==> src/rtl/core_mem_pkg.sv <==
// Shared constants, FSM state type and load-target encodings for the
// core memory responder.
package core_mem_pkg;

  localparam int DATA_W = 16;
  localparam int ADDR_W = 5;
  localparam int DEPTH  = 1 << ADDR_W;

  typedef enum logic {
    LOAD = 1'b0,
    RUN  = 1'b1
  } state_e;

  localparam logic SEL_INST = 1'b0;
  localparam logic SEL_DATA = 1'b1;

endpackage

==> src/rtl/mem_sync_rf.sv <==
// Single-write, single-registered-read word array. Reads are read-first:
// a same-cycle write to the read address returns the old word.
module mem_sync_rf #(
  parameter int DATA_W = 16,
  parameter int ADDR_W = 5
) (
  input  logic              clk,
  input  logic              clr,
  input  logic              we,
  input  logic [ADDR_W-1:0] waddr,
  input  logic [DATA_W-1:0] wdata,
  input  logic [ADDR_W-1:0] raddr,
  output logic [DATA_W-1:0] rd_data
);

  logic [DATA_W-1:0] mem_q [2**ADDR_W];
  logic [DATA_W-1:0] rd_data_d;
  logic [DATA_W-1:0] rd_data_q;

  always_comb begin
    rd_data_d = clr ? '0 : mem_q[raddr];
  end

  // Contents are deliberately never reset so a partial reload keeps old words.
  always_ff @(posedge clk) begin
    if (we) begin
      mem_q[waddr] <= wdata;
    end
  end

  always_ff @(posedge clk) begin
    rd_data_q <= rd_data_d;
  end

  assign rd_data = rd_data_q;

endmodule

==> src/rtl/core_mem_responder.sv <==
// Memory-side responder for the pipelined core: host load phase, then core
// instruction/data service. Optional macro RESPONDER_WR_COUNT_EN adds wr_count.
module core_mem_responder
  import core_mem_pkg::*;
#(
  parameter int DATA_W = core_mem_pkg::DATA_W,
  parameter int ADDR_W = core_mem_pkg::ADDR_W
) (
  input  logic              clk,
  input  logic              rst,
  input  logic [ADDR_W-1:0] address_to_inst_mem,
  output logic [DATA_W-1:0] data_from_inst_memory,
  input  logic [ADDR_W-1:0] address_to_main_mem,
  input  logic [DATA_W-1:0] data_to_main_mem,
  input  logic              data_to_main_mem_write_en,
  output logic [DATA_W-1:0] data_from_main_memory,
  output logic              core_rst,
  input  logic              load_valid,
  output logic              load_ready,
  input  logic              load_sel,
  input  logic [DATA_W-1:0] load_data,
`ifdef RESPONDER_WR_COUNT_EN
  input  logic              load_done,
  output logic [15:0]       wr_count
`else
  input  logic              load_done
`endif
);

  state_e            state_q, state_d;
  logic [ADDR_W-1:0] cnt_i_q, cnt_i_d;
  logic [ADDR_W-1:0] cnt_d_q, cnt_d_d;

  logic              load_fire;
  logic              core_wr;
  logic              rd_clr;
  logic              imem_we;
  logic              dmem_we;
  logic [ADDR_W-1:0] dmem_waddr;
  logic [DATA_W-1:0] dmem_wdata;

  // Handshake: a load word transfers on a cycle where load_valid && load_ready;
  // load_ready is high only in LOAD with rst low, and never stalls otherwise.
  assign load_ready = (state_q == LOAD) && !rst;
  assign load_fire  = load_valid && load_ready;
  assign core_wr    = (state_q == RUN) && !rst && data_to_main_mem_write_en;
  assign core_rst   = (state_q == LOAD);
  assign rd_clr     = rst || (state_q != RUN);

  always_comb begin
    state_d = state_q;
    cnt_i_d = cnt_i_q;
    cnt_d_d = cnt_d_q;
    case (state_q)
      LOAD: begin
        if (load_fire && (load_sel == SEL_INST)) cnt_i_d = cnt_i_q + 1'b1;
        if (load_fire && (load_sel == SEL_DATA)) cnt_d_d = cnt_d_q + 1'b1;
        if (load_done) state_d = RUN;
      end
      RUN: begin
        state_d = RUN;
      end
      default: state_d = LOAD;
    endcase
  end

  always_ff @(posedge clk) begin
    if (rst) begin
      state_q <= LOAD;
      cnt_i_q <= '0;
      cnt_d_q <= '0;
    end else begin
      state_q <= state_d;
      cnt_i_q <= cnt_i_d;
      cnt_d_q <= cnt_d_d;
    end
  end

  always_comb begin
    imem_we    = load_fire && (load_sel == SEL_INST);
    dmem_we    = core_wr || (load_fire && (load_sel == SEL_DATA));
    dmem_waddr = core_wr ? address_to_main_mem : cnt_d_q;
    dmem_wdata = core_wr ? data_to_main_mem : load_data;
  end

  mem_sync_rf #(
    .DATA_W (DATA_W),
    .ADDR_W (ADDR_W)
  ) u_imem (
    .clk     (clk),
    .clr     (rd_clr),
    .we      (imem_we),
    .waddr   (cnt_i_q),
    .wdata   (load_data),
    .raddr   (address_to_inst_mem),
    .rd_data (data_from_inst_memory)
  );

  mem_sync_rf #(
    .DATA_W (DATA_W),
    .ADDR_W (ADDR_W)
  ) u_dmem (
    .clk     (clk),
    .clr     (rd_clr),
    .we      (dmem_we),
    .waddr   (dmem_waddr),
    .wdata   (dmem_wdata),
    .raddr   (address_to_main_mem),
    .rd_data (data_from_main_memory)
  );

`ifdef RESPONDER_WR_COUNT_EN
  logic [15:0] wr_count_q, wr_count_d;

  always_comb begin
    wr_count_d = wr_count_q;
    if (core_wr && (wr_count_q != 16'hFFFF)) wr_count_d = wr_count_q + 16'd1;
  end

  always_ff @(posedge clk) begin
    if (rst) wr_count_q <= '0;
    else     wr_count_q <= wr_count_d;
  end

  assign wr_count = wr_count_q;
`endif

endmodule

==> config.mk <==
export PLATFORM = sky130hd
export DESIGN_NAME = core_mem_responder
export DESIGN_NICKNAME = d
export VERILOG_FILES = /design/src/rtl/core_mem_pkg.sv /design/src/rtl/mem_sync_rf.sv /design/src/rtl/core_mem_responder.sv
export SDC_FILE = /design/constraint.sdc
export NUM_CORES = 1
export LEC_CHECK = 0
export ABC_AREA = 0
export CAP_MARGIN = 20
export CORE_AREA = 2 2 290 292
export DETAILED_ROUTE_END_ITERATION = 16
export DIE_AREA = 0 0 292 294
export DONT_BUFFER_PORTS = 1
export GPL_ROUTABILITY_DRIVEN = 0
export MAX_ROUTING_LAYER = met4
export PLACE_DENSITY = 0.62
export SETUP_SLACK_MARGIN = 0.2
export SLEW_MARGIN = 15
export SYNTH_ARGS = -nofsm -noshare
export SYNTH_HDL_FRONTEND = slang
export SYNTH_HIERARCHICAL = 1
export SYNTH_SLANG_ARGS = --single-unit
==> constraint.sdc <==
create_clock -name clk -period 4.8 [get_ports clk]
set_input_delay 1.44 -clock clk [delete_from_list [all_inputs] [get_ports clk]]
set_output_delay 1.44 -clock clk [all_outputs]
set_load 0.02 [all_outputs]
==> reports/metrics.yaml, run 1 <==
run_status:
  status: "finished clean"
pwr:
  p_seq_share_pct: 53.8
  p_int_w: 0.01526
  switching_share_pct: 20.09
  power_density_nw_per_um2: 417.7
  irDropWorstVdd_uv: 365.7
  power_switching_w: 0.003837
  clock_power_share_pct: 42.9
  power.leakage_nw: 14.59
  combinationalPowerShare_pct: 3.2
clocking:
  cts_sinks: 1067
  clk_latency_ps: 680
  cts-htree-levels: 3
  cts_hold_buf: 0
  clk_path_buf_depth: 3
  cts_tree: "yes"
  cts_resized: 0
  clockRootBuffer: "clkbuf_16"
  cts_inserted_buffers: 106
  clkTransAtPathRegs_ps: 60
  cts_setup_buffers: 0
synthesis:
  async_flop_share_pct: 0
  synth_common_cells: "edfxtp_1 (1024), mux4_2 (206), mux2i_1 (132)"
  synth_top_area_cell: "edfxtp_1"
  syn_avg_cell_area_um2: 22.00
  ys_types: 39
  synth_fp_nets: 1912
  ys_seq_area_share_pct: 77.17
  synth_top_flop_cell: "edfxtp_1"
  synth.area.top_cells: "edfxtp_1 (75%), mux4_2 (11%), mux2i_1 (3.2%)"
  ys_warn_count: 6
  syn_area_um2: 40960
  synth.most_common_cell: "edfxtp_1"
  ys_ff_latch: 1067
  synth_top_cell_area_share_pct: 75.07
  synth_edf_count: 1024
  synthCells: 1862
timing:
  tns_ps: 0
  max_freq_mhz: 309.2
  rsz0062_at_grt: "false"
  setup_viol_count_final: 0
  period_share_pct: 67.37
  fin_crit_ps: 3234
  tightest_slew_ps: 1095
  clock-skew-final_ps: 40.64
  layout_setup_ws_ps: 1566
  max_slew_margin_pct: 26.72
  hold_viol_final: 0
  maxSlewViolCount: 0
route:
  first_pass_iters: 5
  post-route-drc-count: 0
  drt_iter0_markers: 2363
  ant_nets: 0
  vias_per_cell: 6.216
  wire_per_inst_um: 30.76
  via_count: 19463
  routed_wl_mm: 96.32
worst_setup_path:
  required_ps: 5160
  cp-start-kind: "input pin"
  max_stage_delay_ps: 700
  cp-endpoint: "u_imem/mem_q[8][11]"
  path_class: "in2reg"
  r2r_end: "u_imem/mem_q[8][11]"
  cp.arrival_ps: 3590
  r2r_setup_slack_ps: 1860
  r2r-start: "state_q"
  crit_chain: "nor4b_4 > or3b_2 > nor2_1 > buf_4"
  cp-startpoint: "rst"
  r2r_cells: 4
  cp_slowest_cell: "or3b_2"
  cp-end-kind: "register"
  path_max_fanout: 17
placement:
  placed_area_um2: 42190
  dp_slack_ps: 968.6
  dp.cells: 2917
  dp_hpwl_mm: 56.33
  io_buffers: 0
global_routing:
  grt_max_degree: 130
  grt_usage_pct: 23.26
  grt_pass1_wl_mm: 138.2
  antenna_found_initial: 17
  first_global_vias: 19134
  gr-total-overflow: 0
floorplanning:
  ios: 82
  die_w_um: 292
  dieArea_um2: 85850
  rows: 106
  die_h_um: 294
  core_um2: 82890
  initial_core_util_pct: 49.42
min_path:
  hold_path.class: "reg2reg"
layout:
  syn_to_final_growth_pct: 11.63
  fin_area_um2: 45730
  seqCellArea_um2: 31610
  multi_input_area_um2: 8640
  num-fill-cells: 6090
  layout-drive-gt1-share_pct: 23.71
  post-route-util_pct: 55.17
  final_cells: 3131
  fin_nets: 1995
flow_run:
  cap_violations: 0
==> cells by family (layout without fill, tap and decap cells) <==
kind of cell	count (synthesis)	count (layout)	share of synthesized area [%]
buffers and inverters	105	280	1.769
xor gates and xnor gates	2	2	0.04277
adders and majority gates	2	2	0.06108
other	0	14	0
DFF	1067	1067	77.17
muxes	378	378	16.31
and+or+nand+nor	154	154	1.787
AOI/OAI and AO/OA	154	154	2.859
==> cell type report <==
cell class,instances,share of cell area (%)
flip-flops and latches,1067,69.13
multi-input cells,690,18.89
clock buffers,142,6.520
well taps,1080,2.955
repair buffers,76,1.256
clock inverters,58,1.138
diodes,14,0.07661
inverters,4,0.03283
==> worst min-delay path by stage <==
| stage | startpoint | endpoint | slack [ps] | depth (start not counted) |
|---|---|---|---|---|
| finish | cnt_d_q[4] | cnt_d_q[4] | 520 | 2 |
| global route | cnt_d_q[3] | cnt_d_q[3] | 540 | 2 |
| CTS | cnt_d_q[4] | cnt_d_q[4] | 500 | 2 |
| detailed placement | cnt_d_q[4] | cnt_d_q[4] | 490 | 2 |
| global placement | cnt_d_q[4] | cnt_d_q[4] | 480 | 2 |
| floorplan | cnt_d_q[4] | cnt_d_q[4] | 460 | 2 |
==> state kept, by name, indices dropped and copies added (netlist names) <==
name / flops
cnt_d_q: 5
cnt_i_q: 5
state_q: 1
u_dmem/mem_q: 512
u_dmem/rd_data: 16
u_imem/mem_q: 512
u_imem/rd_data: 16
==> layout by cell type (no fill, tap or decap), drive strengths merged, types with 2 or more instances in the layout <==
cell	instances
edfxtp	1024
or3b	6
ha	2
mux2i	132
buf	76
nor2b	7
o21ai	23
nand3b	11
clkbuf	142
clkinv	44
bufinv	7
mux4	224
nand3	6
clkinvlp	2
inv	9
a221oi	20
and2	2
a21oi	3
dfxtp	43
o2111ai	12
nor2	82
nand2b	3
mux2	22
a31oi	32
or3	5
a221o	32
a22oi	32
nand2	28
diode	14
nand4	2
==> worst max-delay path: cells and delay by family <==
| family | cells | cell delay (ps) |
|---|---|---|
| buffers and inverters | 1 | 290 |
| AND/OR/NAND/NOR | 3 | 1840 |
==> power groups by stage <==
stage / Combinational, W / Sequential (W) / Clock [W]
floorplan: 0.000529 / 0.0105 / 0
global placement: 0.000605 / 0.0105 / 0
detailed placement: 0.000615 / 0.0105 / 0
CTS: 0.000618 / 0.0103 / 0.00834
global route: 0.000642 / 0.0103 / 0.00872
finish: 0.000620 / 0.0103 / 0.00820
==> layer usage <==
layer  share of wire, %  vias up  global-route usage [%]
met5                  0        -                       -
met4                2.7        0                   6.940
met3                8.5      128                   4.358
met2                 48      857                   35.59
met1                 41    10407                   32.22
li1                   -     8071                       -
==> per-stage QoR <==
step	total power, W	hold slack [ps]
2_1_floorplan	0.01100	458.9
3_3_place_gp	0.01108	481.3
3_5_place_dp	0.01109	490.2
4_1_cts	0.01923	504.6
5_1_grt	0.01964	536.5
6_report	0.01910	521.8
(Power assumes the default switching activity.)
==> run 2, diff against run 1 <==
Settings changed: PLACE_DENSITY 0.62 to 0.64.
Clock period 4.8 ns to 2.7 ns, I/O delays scaled along.
==> reports/metrics.yaml, run 2 (synthesis results as in run 1) <==
floorplanning:
  dieArea_um2: 85850
  die_w_um: 292
  ios: 82
  core_um2: 82890
  rows: 106
  die_h_um: 294
  initial_core_util_pct: 49.42
timing:
  hold_viol_final: 0
  period_share_pct: 85.71
  tns_ps: 0
  setup_viol_count_final: 0
  tightest_slew_ps: 1076
  clock-skew-final_ps: 48.97
  max_freq_mhz: 432.1
  fin_crit_ps: 2314
  maxSlewViolCount: 0
  rsz0062_at_grt: "false"
  max_slew_margin_pct: 28.13
  layout_setup_ws_ps: 385.7
route:
  wire_per_inst_um: 30.04
  drt_iter0_markers: 2426
  ant_nets: 0
  via_count: 19984
  routed_wl_mm: 95.46
  post-route-drc-count: 0
  vias_per_cell: 6.288
  first_pass_iters: 5
pwr:
  power_switching_w: 0.006909
  clock_power_share_pct: 42.9
  power_density_nw_per_um2: 723.9
  irDropWorstVdd_uv: 559.4
  combinationalPowerShare_pct: 3.3
  power.leakage_nw: 15.01
  p_int_w: 0.02711
  switching_share_pct: 20.31
  total_power_w: 0.03402
  p_seq_share_pct: 53.7
worst_setup_path:
  cp-end-kind: "register"
  required_ps: 3050
  r2r_setup_slack_ps: 390
  max_stage_delay_ps: 510
  cp.arrival_ps: 2670
  path_class: "reg2reg"
  cp_slowest_cell: "or3b_4"
  crit_chain: "nand3b_1 > buf_4 > mux2_2 > or3b_4 > nor2_4 > buf_12"
  cp-start-kind: "register"
  path_max_fanout: 16
layout:
  fin_nets: 2053
  post-route-util_pct: 56.69
  num-fill-cells: 5920
  syn_to_final_growth_pct: 14.72
  multi_input_area_um2: 8904
  largest_registers: "u_dmem/mem_q x512, u_imem/mem_q x512"
  mostFrequentLayoutCell: "edfxtp_1"
  final_cell_mix: "edfxtp_1 (1024), mux4_2 (206), mux2i_1 (132)"
  layout-drive-gt1-share_pct: 27.38
  final_cells: 3178
  seqCellArea_um2: 31610
placement:
  io_buffers: 0
  dp.cells: 2974
  dp_hpwl_mm: 57.15
  dp_slack_ps: -104.8
clocking:
  cts_tree: "yes"
  clockRootBuffer: "clkbuf_16"
  cts_hold_buf: 0
  clkTransAtPathRegs_ps: 60
  cts_resized: 0
  cts_setup_buffers: 0
  cts-htree-levels: 3
  clk_path_buf_depth: 3
  cts_sinks: 1067
  clk_latency_ps: 680
  cts_inserted_buffers: 107
global_routing:
  first_global_vias: 19425
  grt_pass1_wl_mm: 137.6
  grt_usage_pct: 23.00
  antenna_found_initial: 6
  grt_max_degree: 130
  gr-total-overflow: 0
min_path:
  hold_path.class: "in2reg"
flow_run:
  cap_violations: 0
run_status:
  status: "finished clean"
run 2: changes by cell type in the layout (fill, tap and decap cells not counted), moves of 3 or more:
cell	change
buf_12	+45
clkinv_1	-4
nor2_4	+32
clkinv_4	-3
or3b_2	-3
diode_2	-9
clkbuf_1	+6
nor2_2	+5
nor2_1	-37
buf_4	+13
or3b_4	+3
clkinv_16	+3
run 2: worst paths after layout:
kind                            startpoint                  to  depth (start not counted)
worst max-delay path               state_q  u_dmem/mem_q[9][8]                          6
worst min-delay path                   rst             state_q                          1
worst max register to register     state_q  u_dmem/mem_q[9][8]                          6
worst min register to register  cnt_d_q[4]          cnt_d_q[4]                          2
run 2: critical path, delay by kind of cell, from the launching register on:
family	cells	cell delay, ps
muxes	1	410
buffers and inverters	2	380
and+or+nand+nor	3	880
DFF	1	310
run 2: area by class of cell:
class | instances | share of cell area (%)
clock inverter | 52 | 1.166
timing repair buffer | 133 | 3.323
multi-input combinational | 690 | 18.95
clock buffer | 147 | 6.363
antenna | 5 | 0.02663
inverter | 4 | 0.03195
sequential | 1067 | 67.27
tap | 1080 | 2.876
run 2: power groups by stage:
stage          clock [W]  combinational [W]  sequential, W
2_1_floorplan          0           0.000962         0.0186
3_3_place_gp           0            0.00110         0.0186
3_5_place_dp           0            0.00112         0.0186
4_1_cts           0.0149            0.00113         0.0183
5_1_grt           0.0155            0.00118         0.0183
6_report          0.0146            0.00114         0.0183
run 2: per-stage QoR:
stage          instance area (um^2)  hold slack (ps)
6_report                      46990            192.0
5_1_grt                       46990            175.5
4_1_cts                       46980            168.8
3_5_place_dp                  43440            528.5
3_3_place_gp                  43430            518.0
2_1_floorplan                 41280            458.9
run 2: per-layer routing:
layer	global-route usage [%]	share of wire, %	up-vias
met1	34.87	44	10640
met2	33.01	45	1022
met5	-	0	-
met4	4.991	1.8	0
li1	-	-	8189
met3	4.018	9.2	133
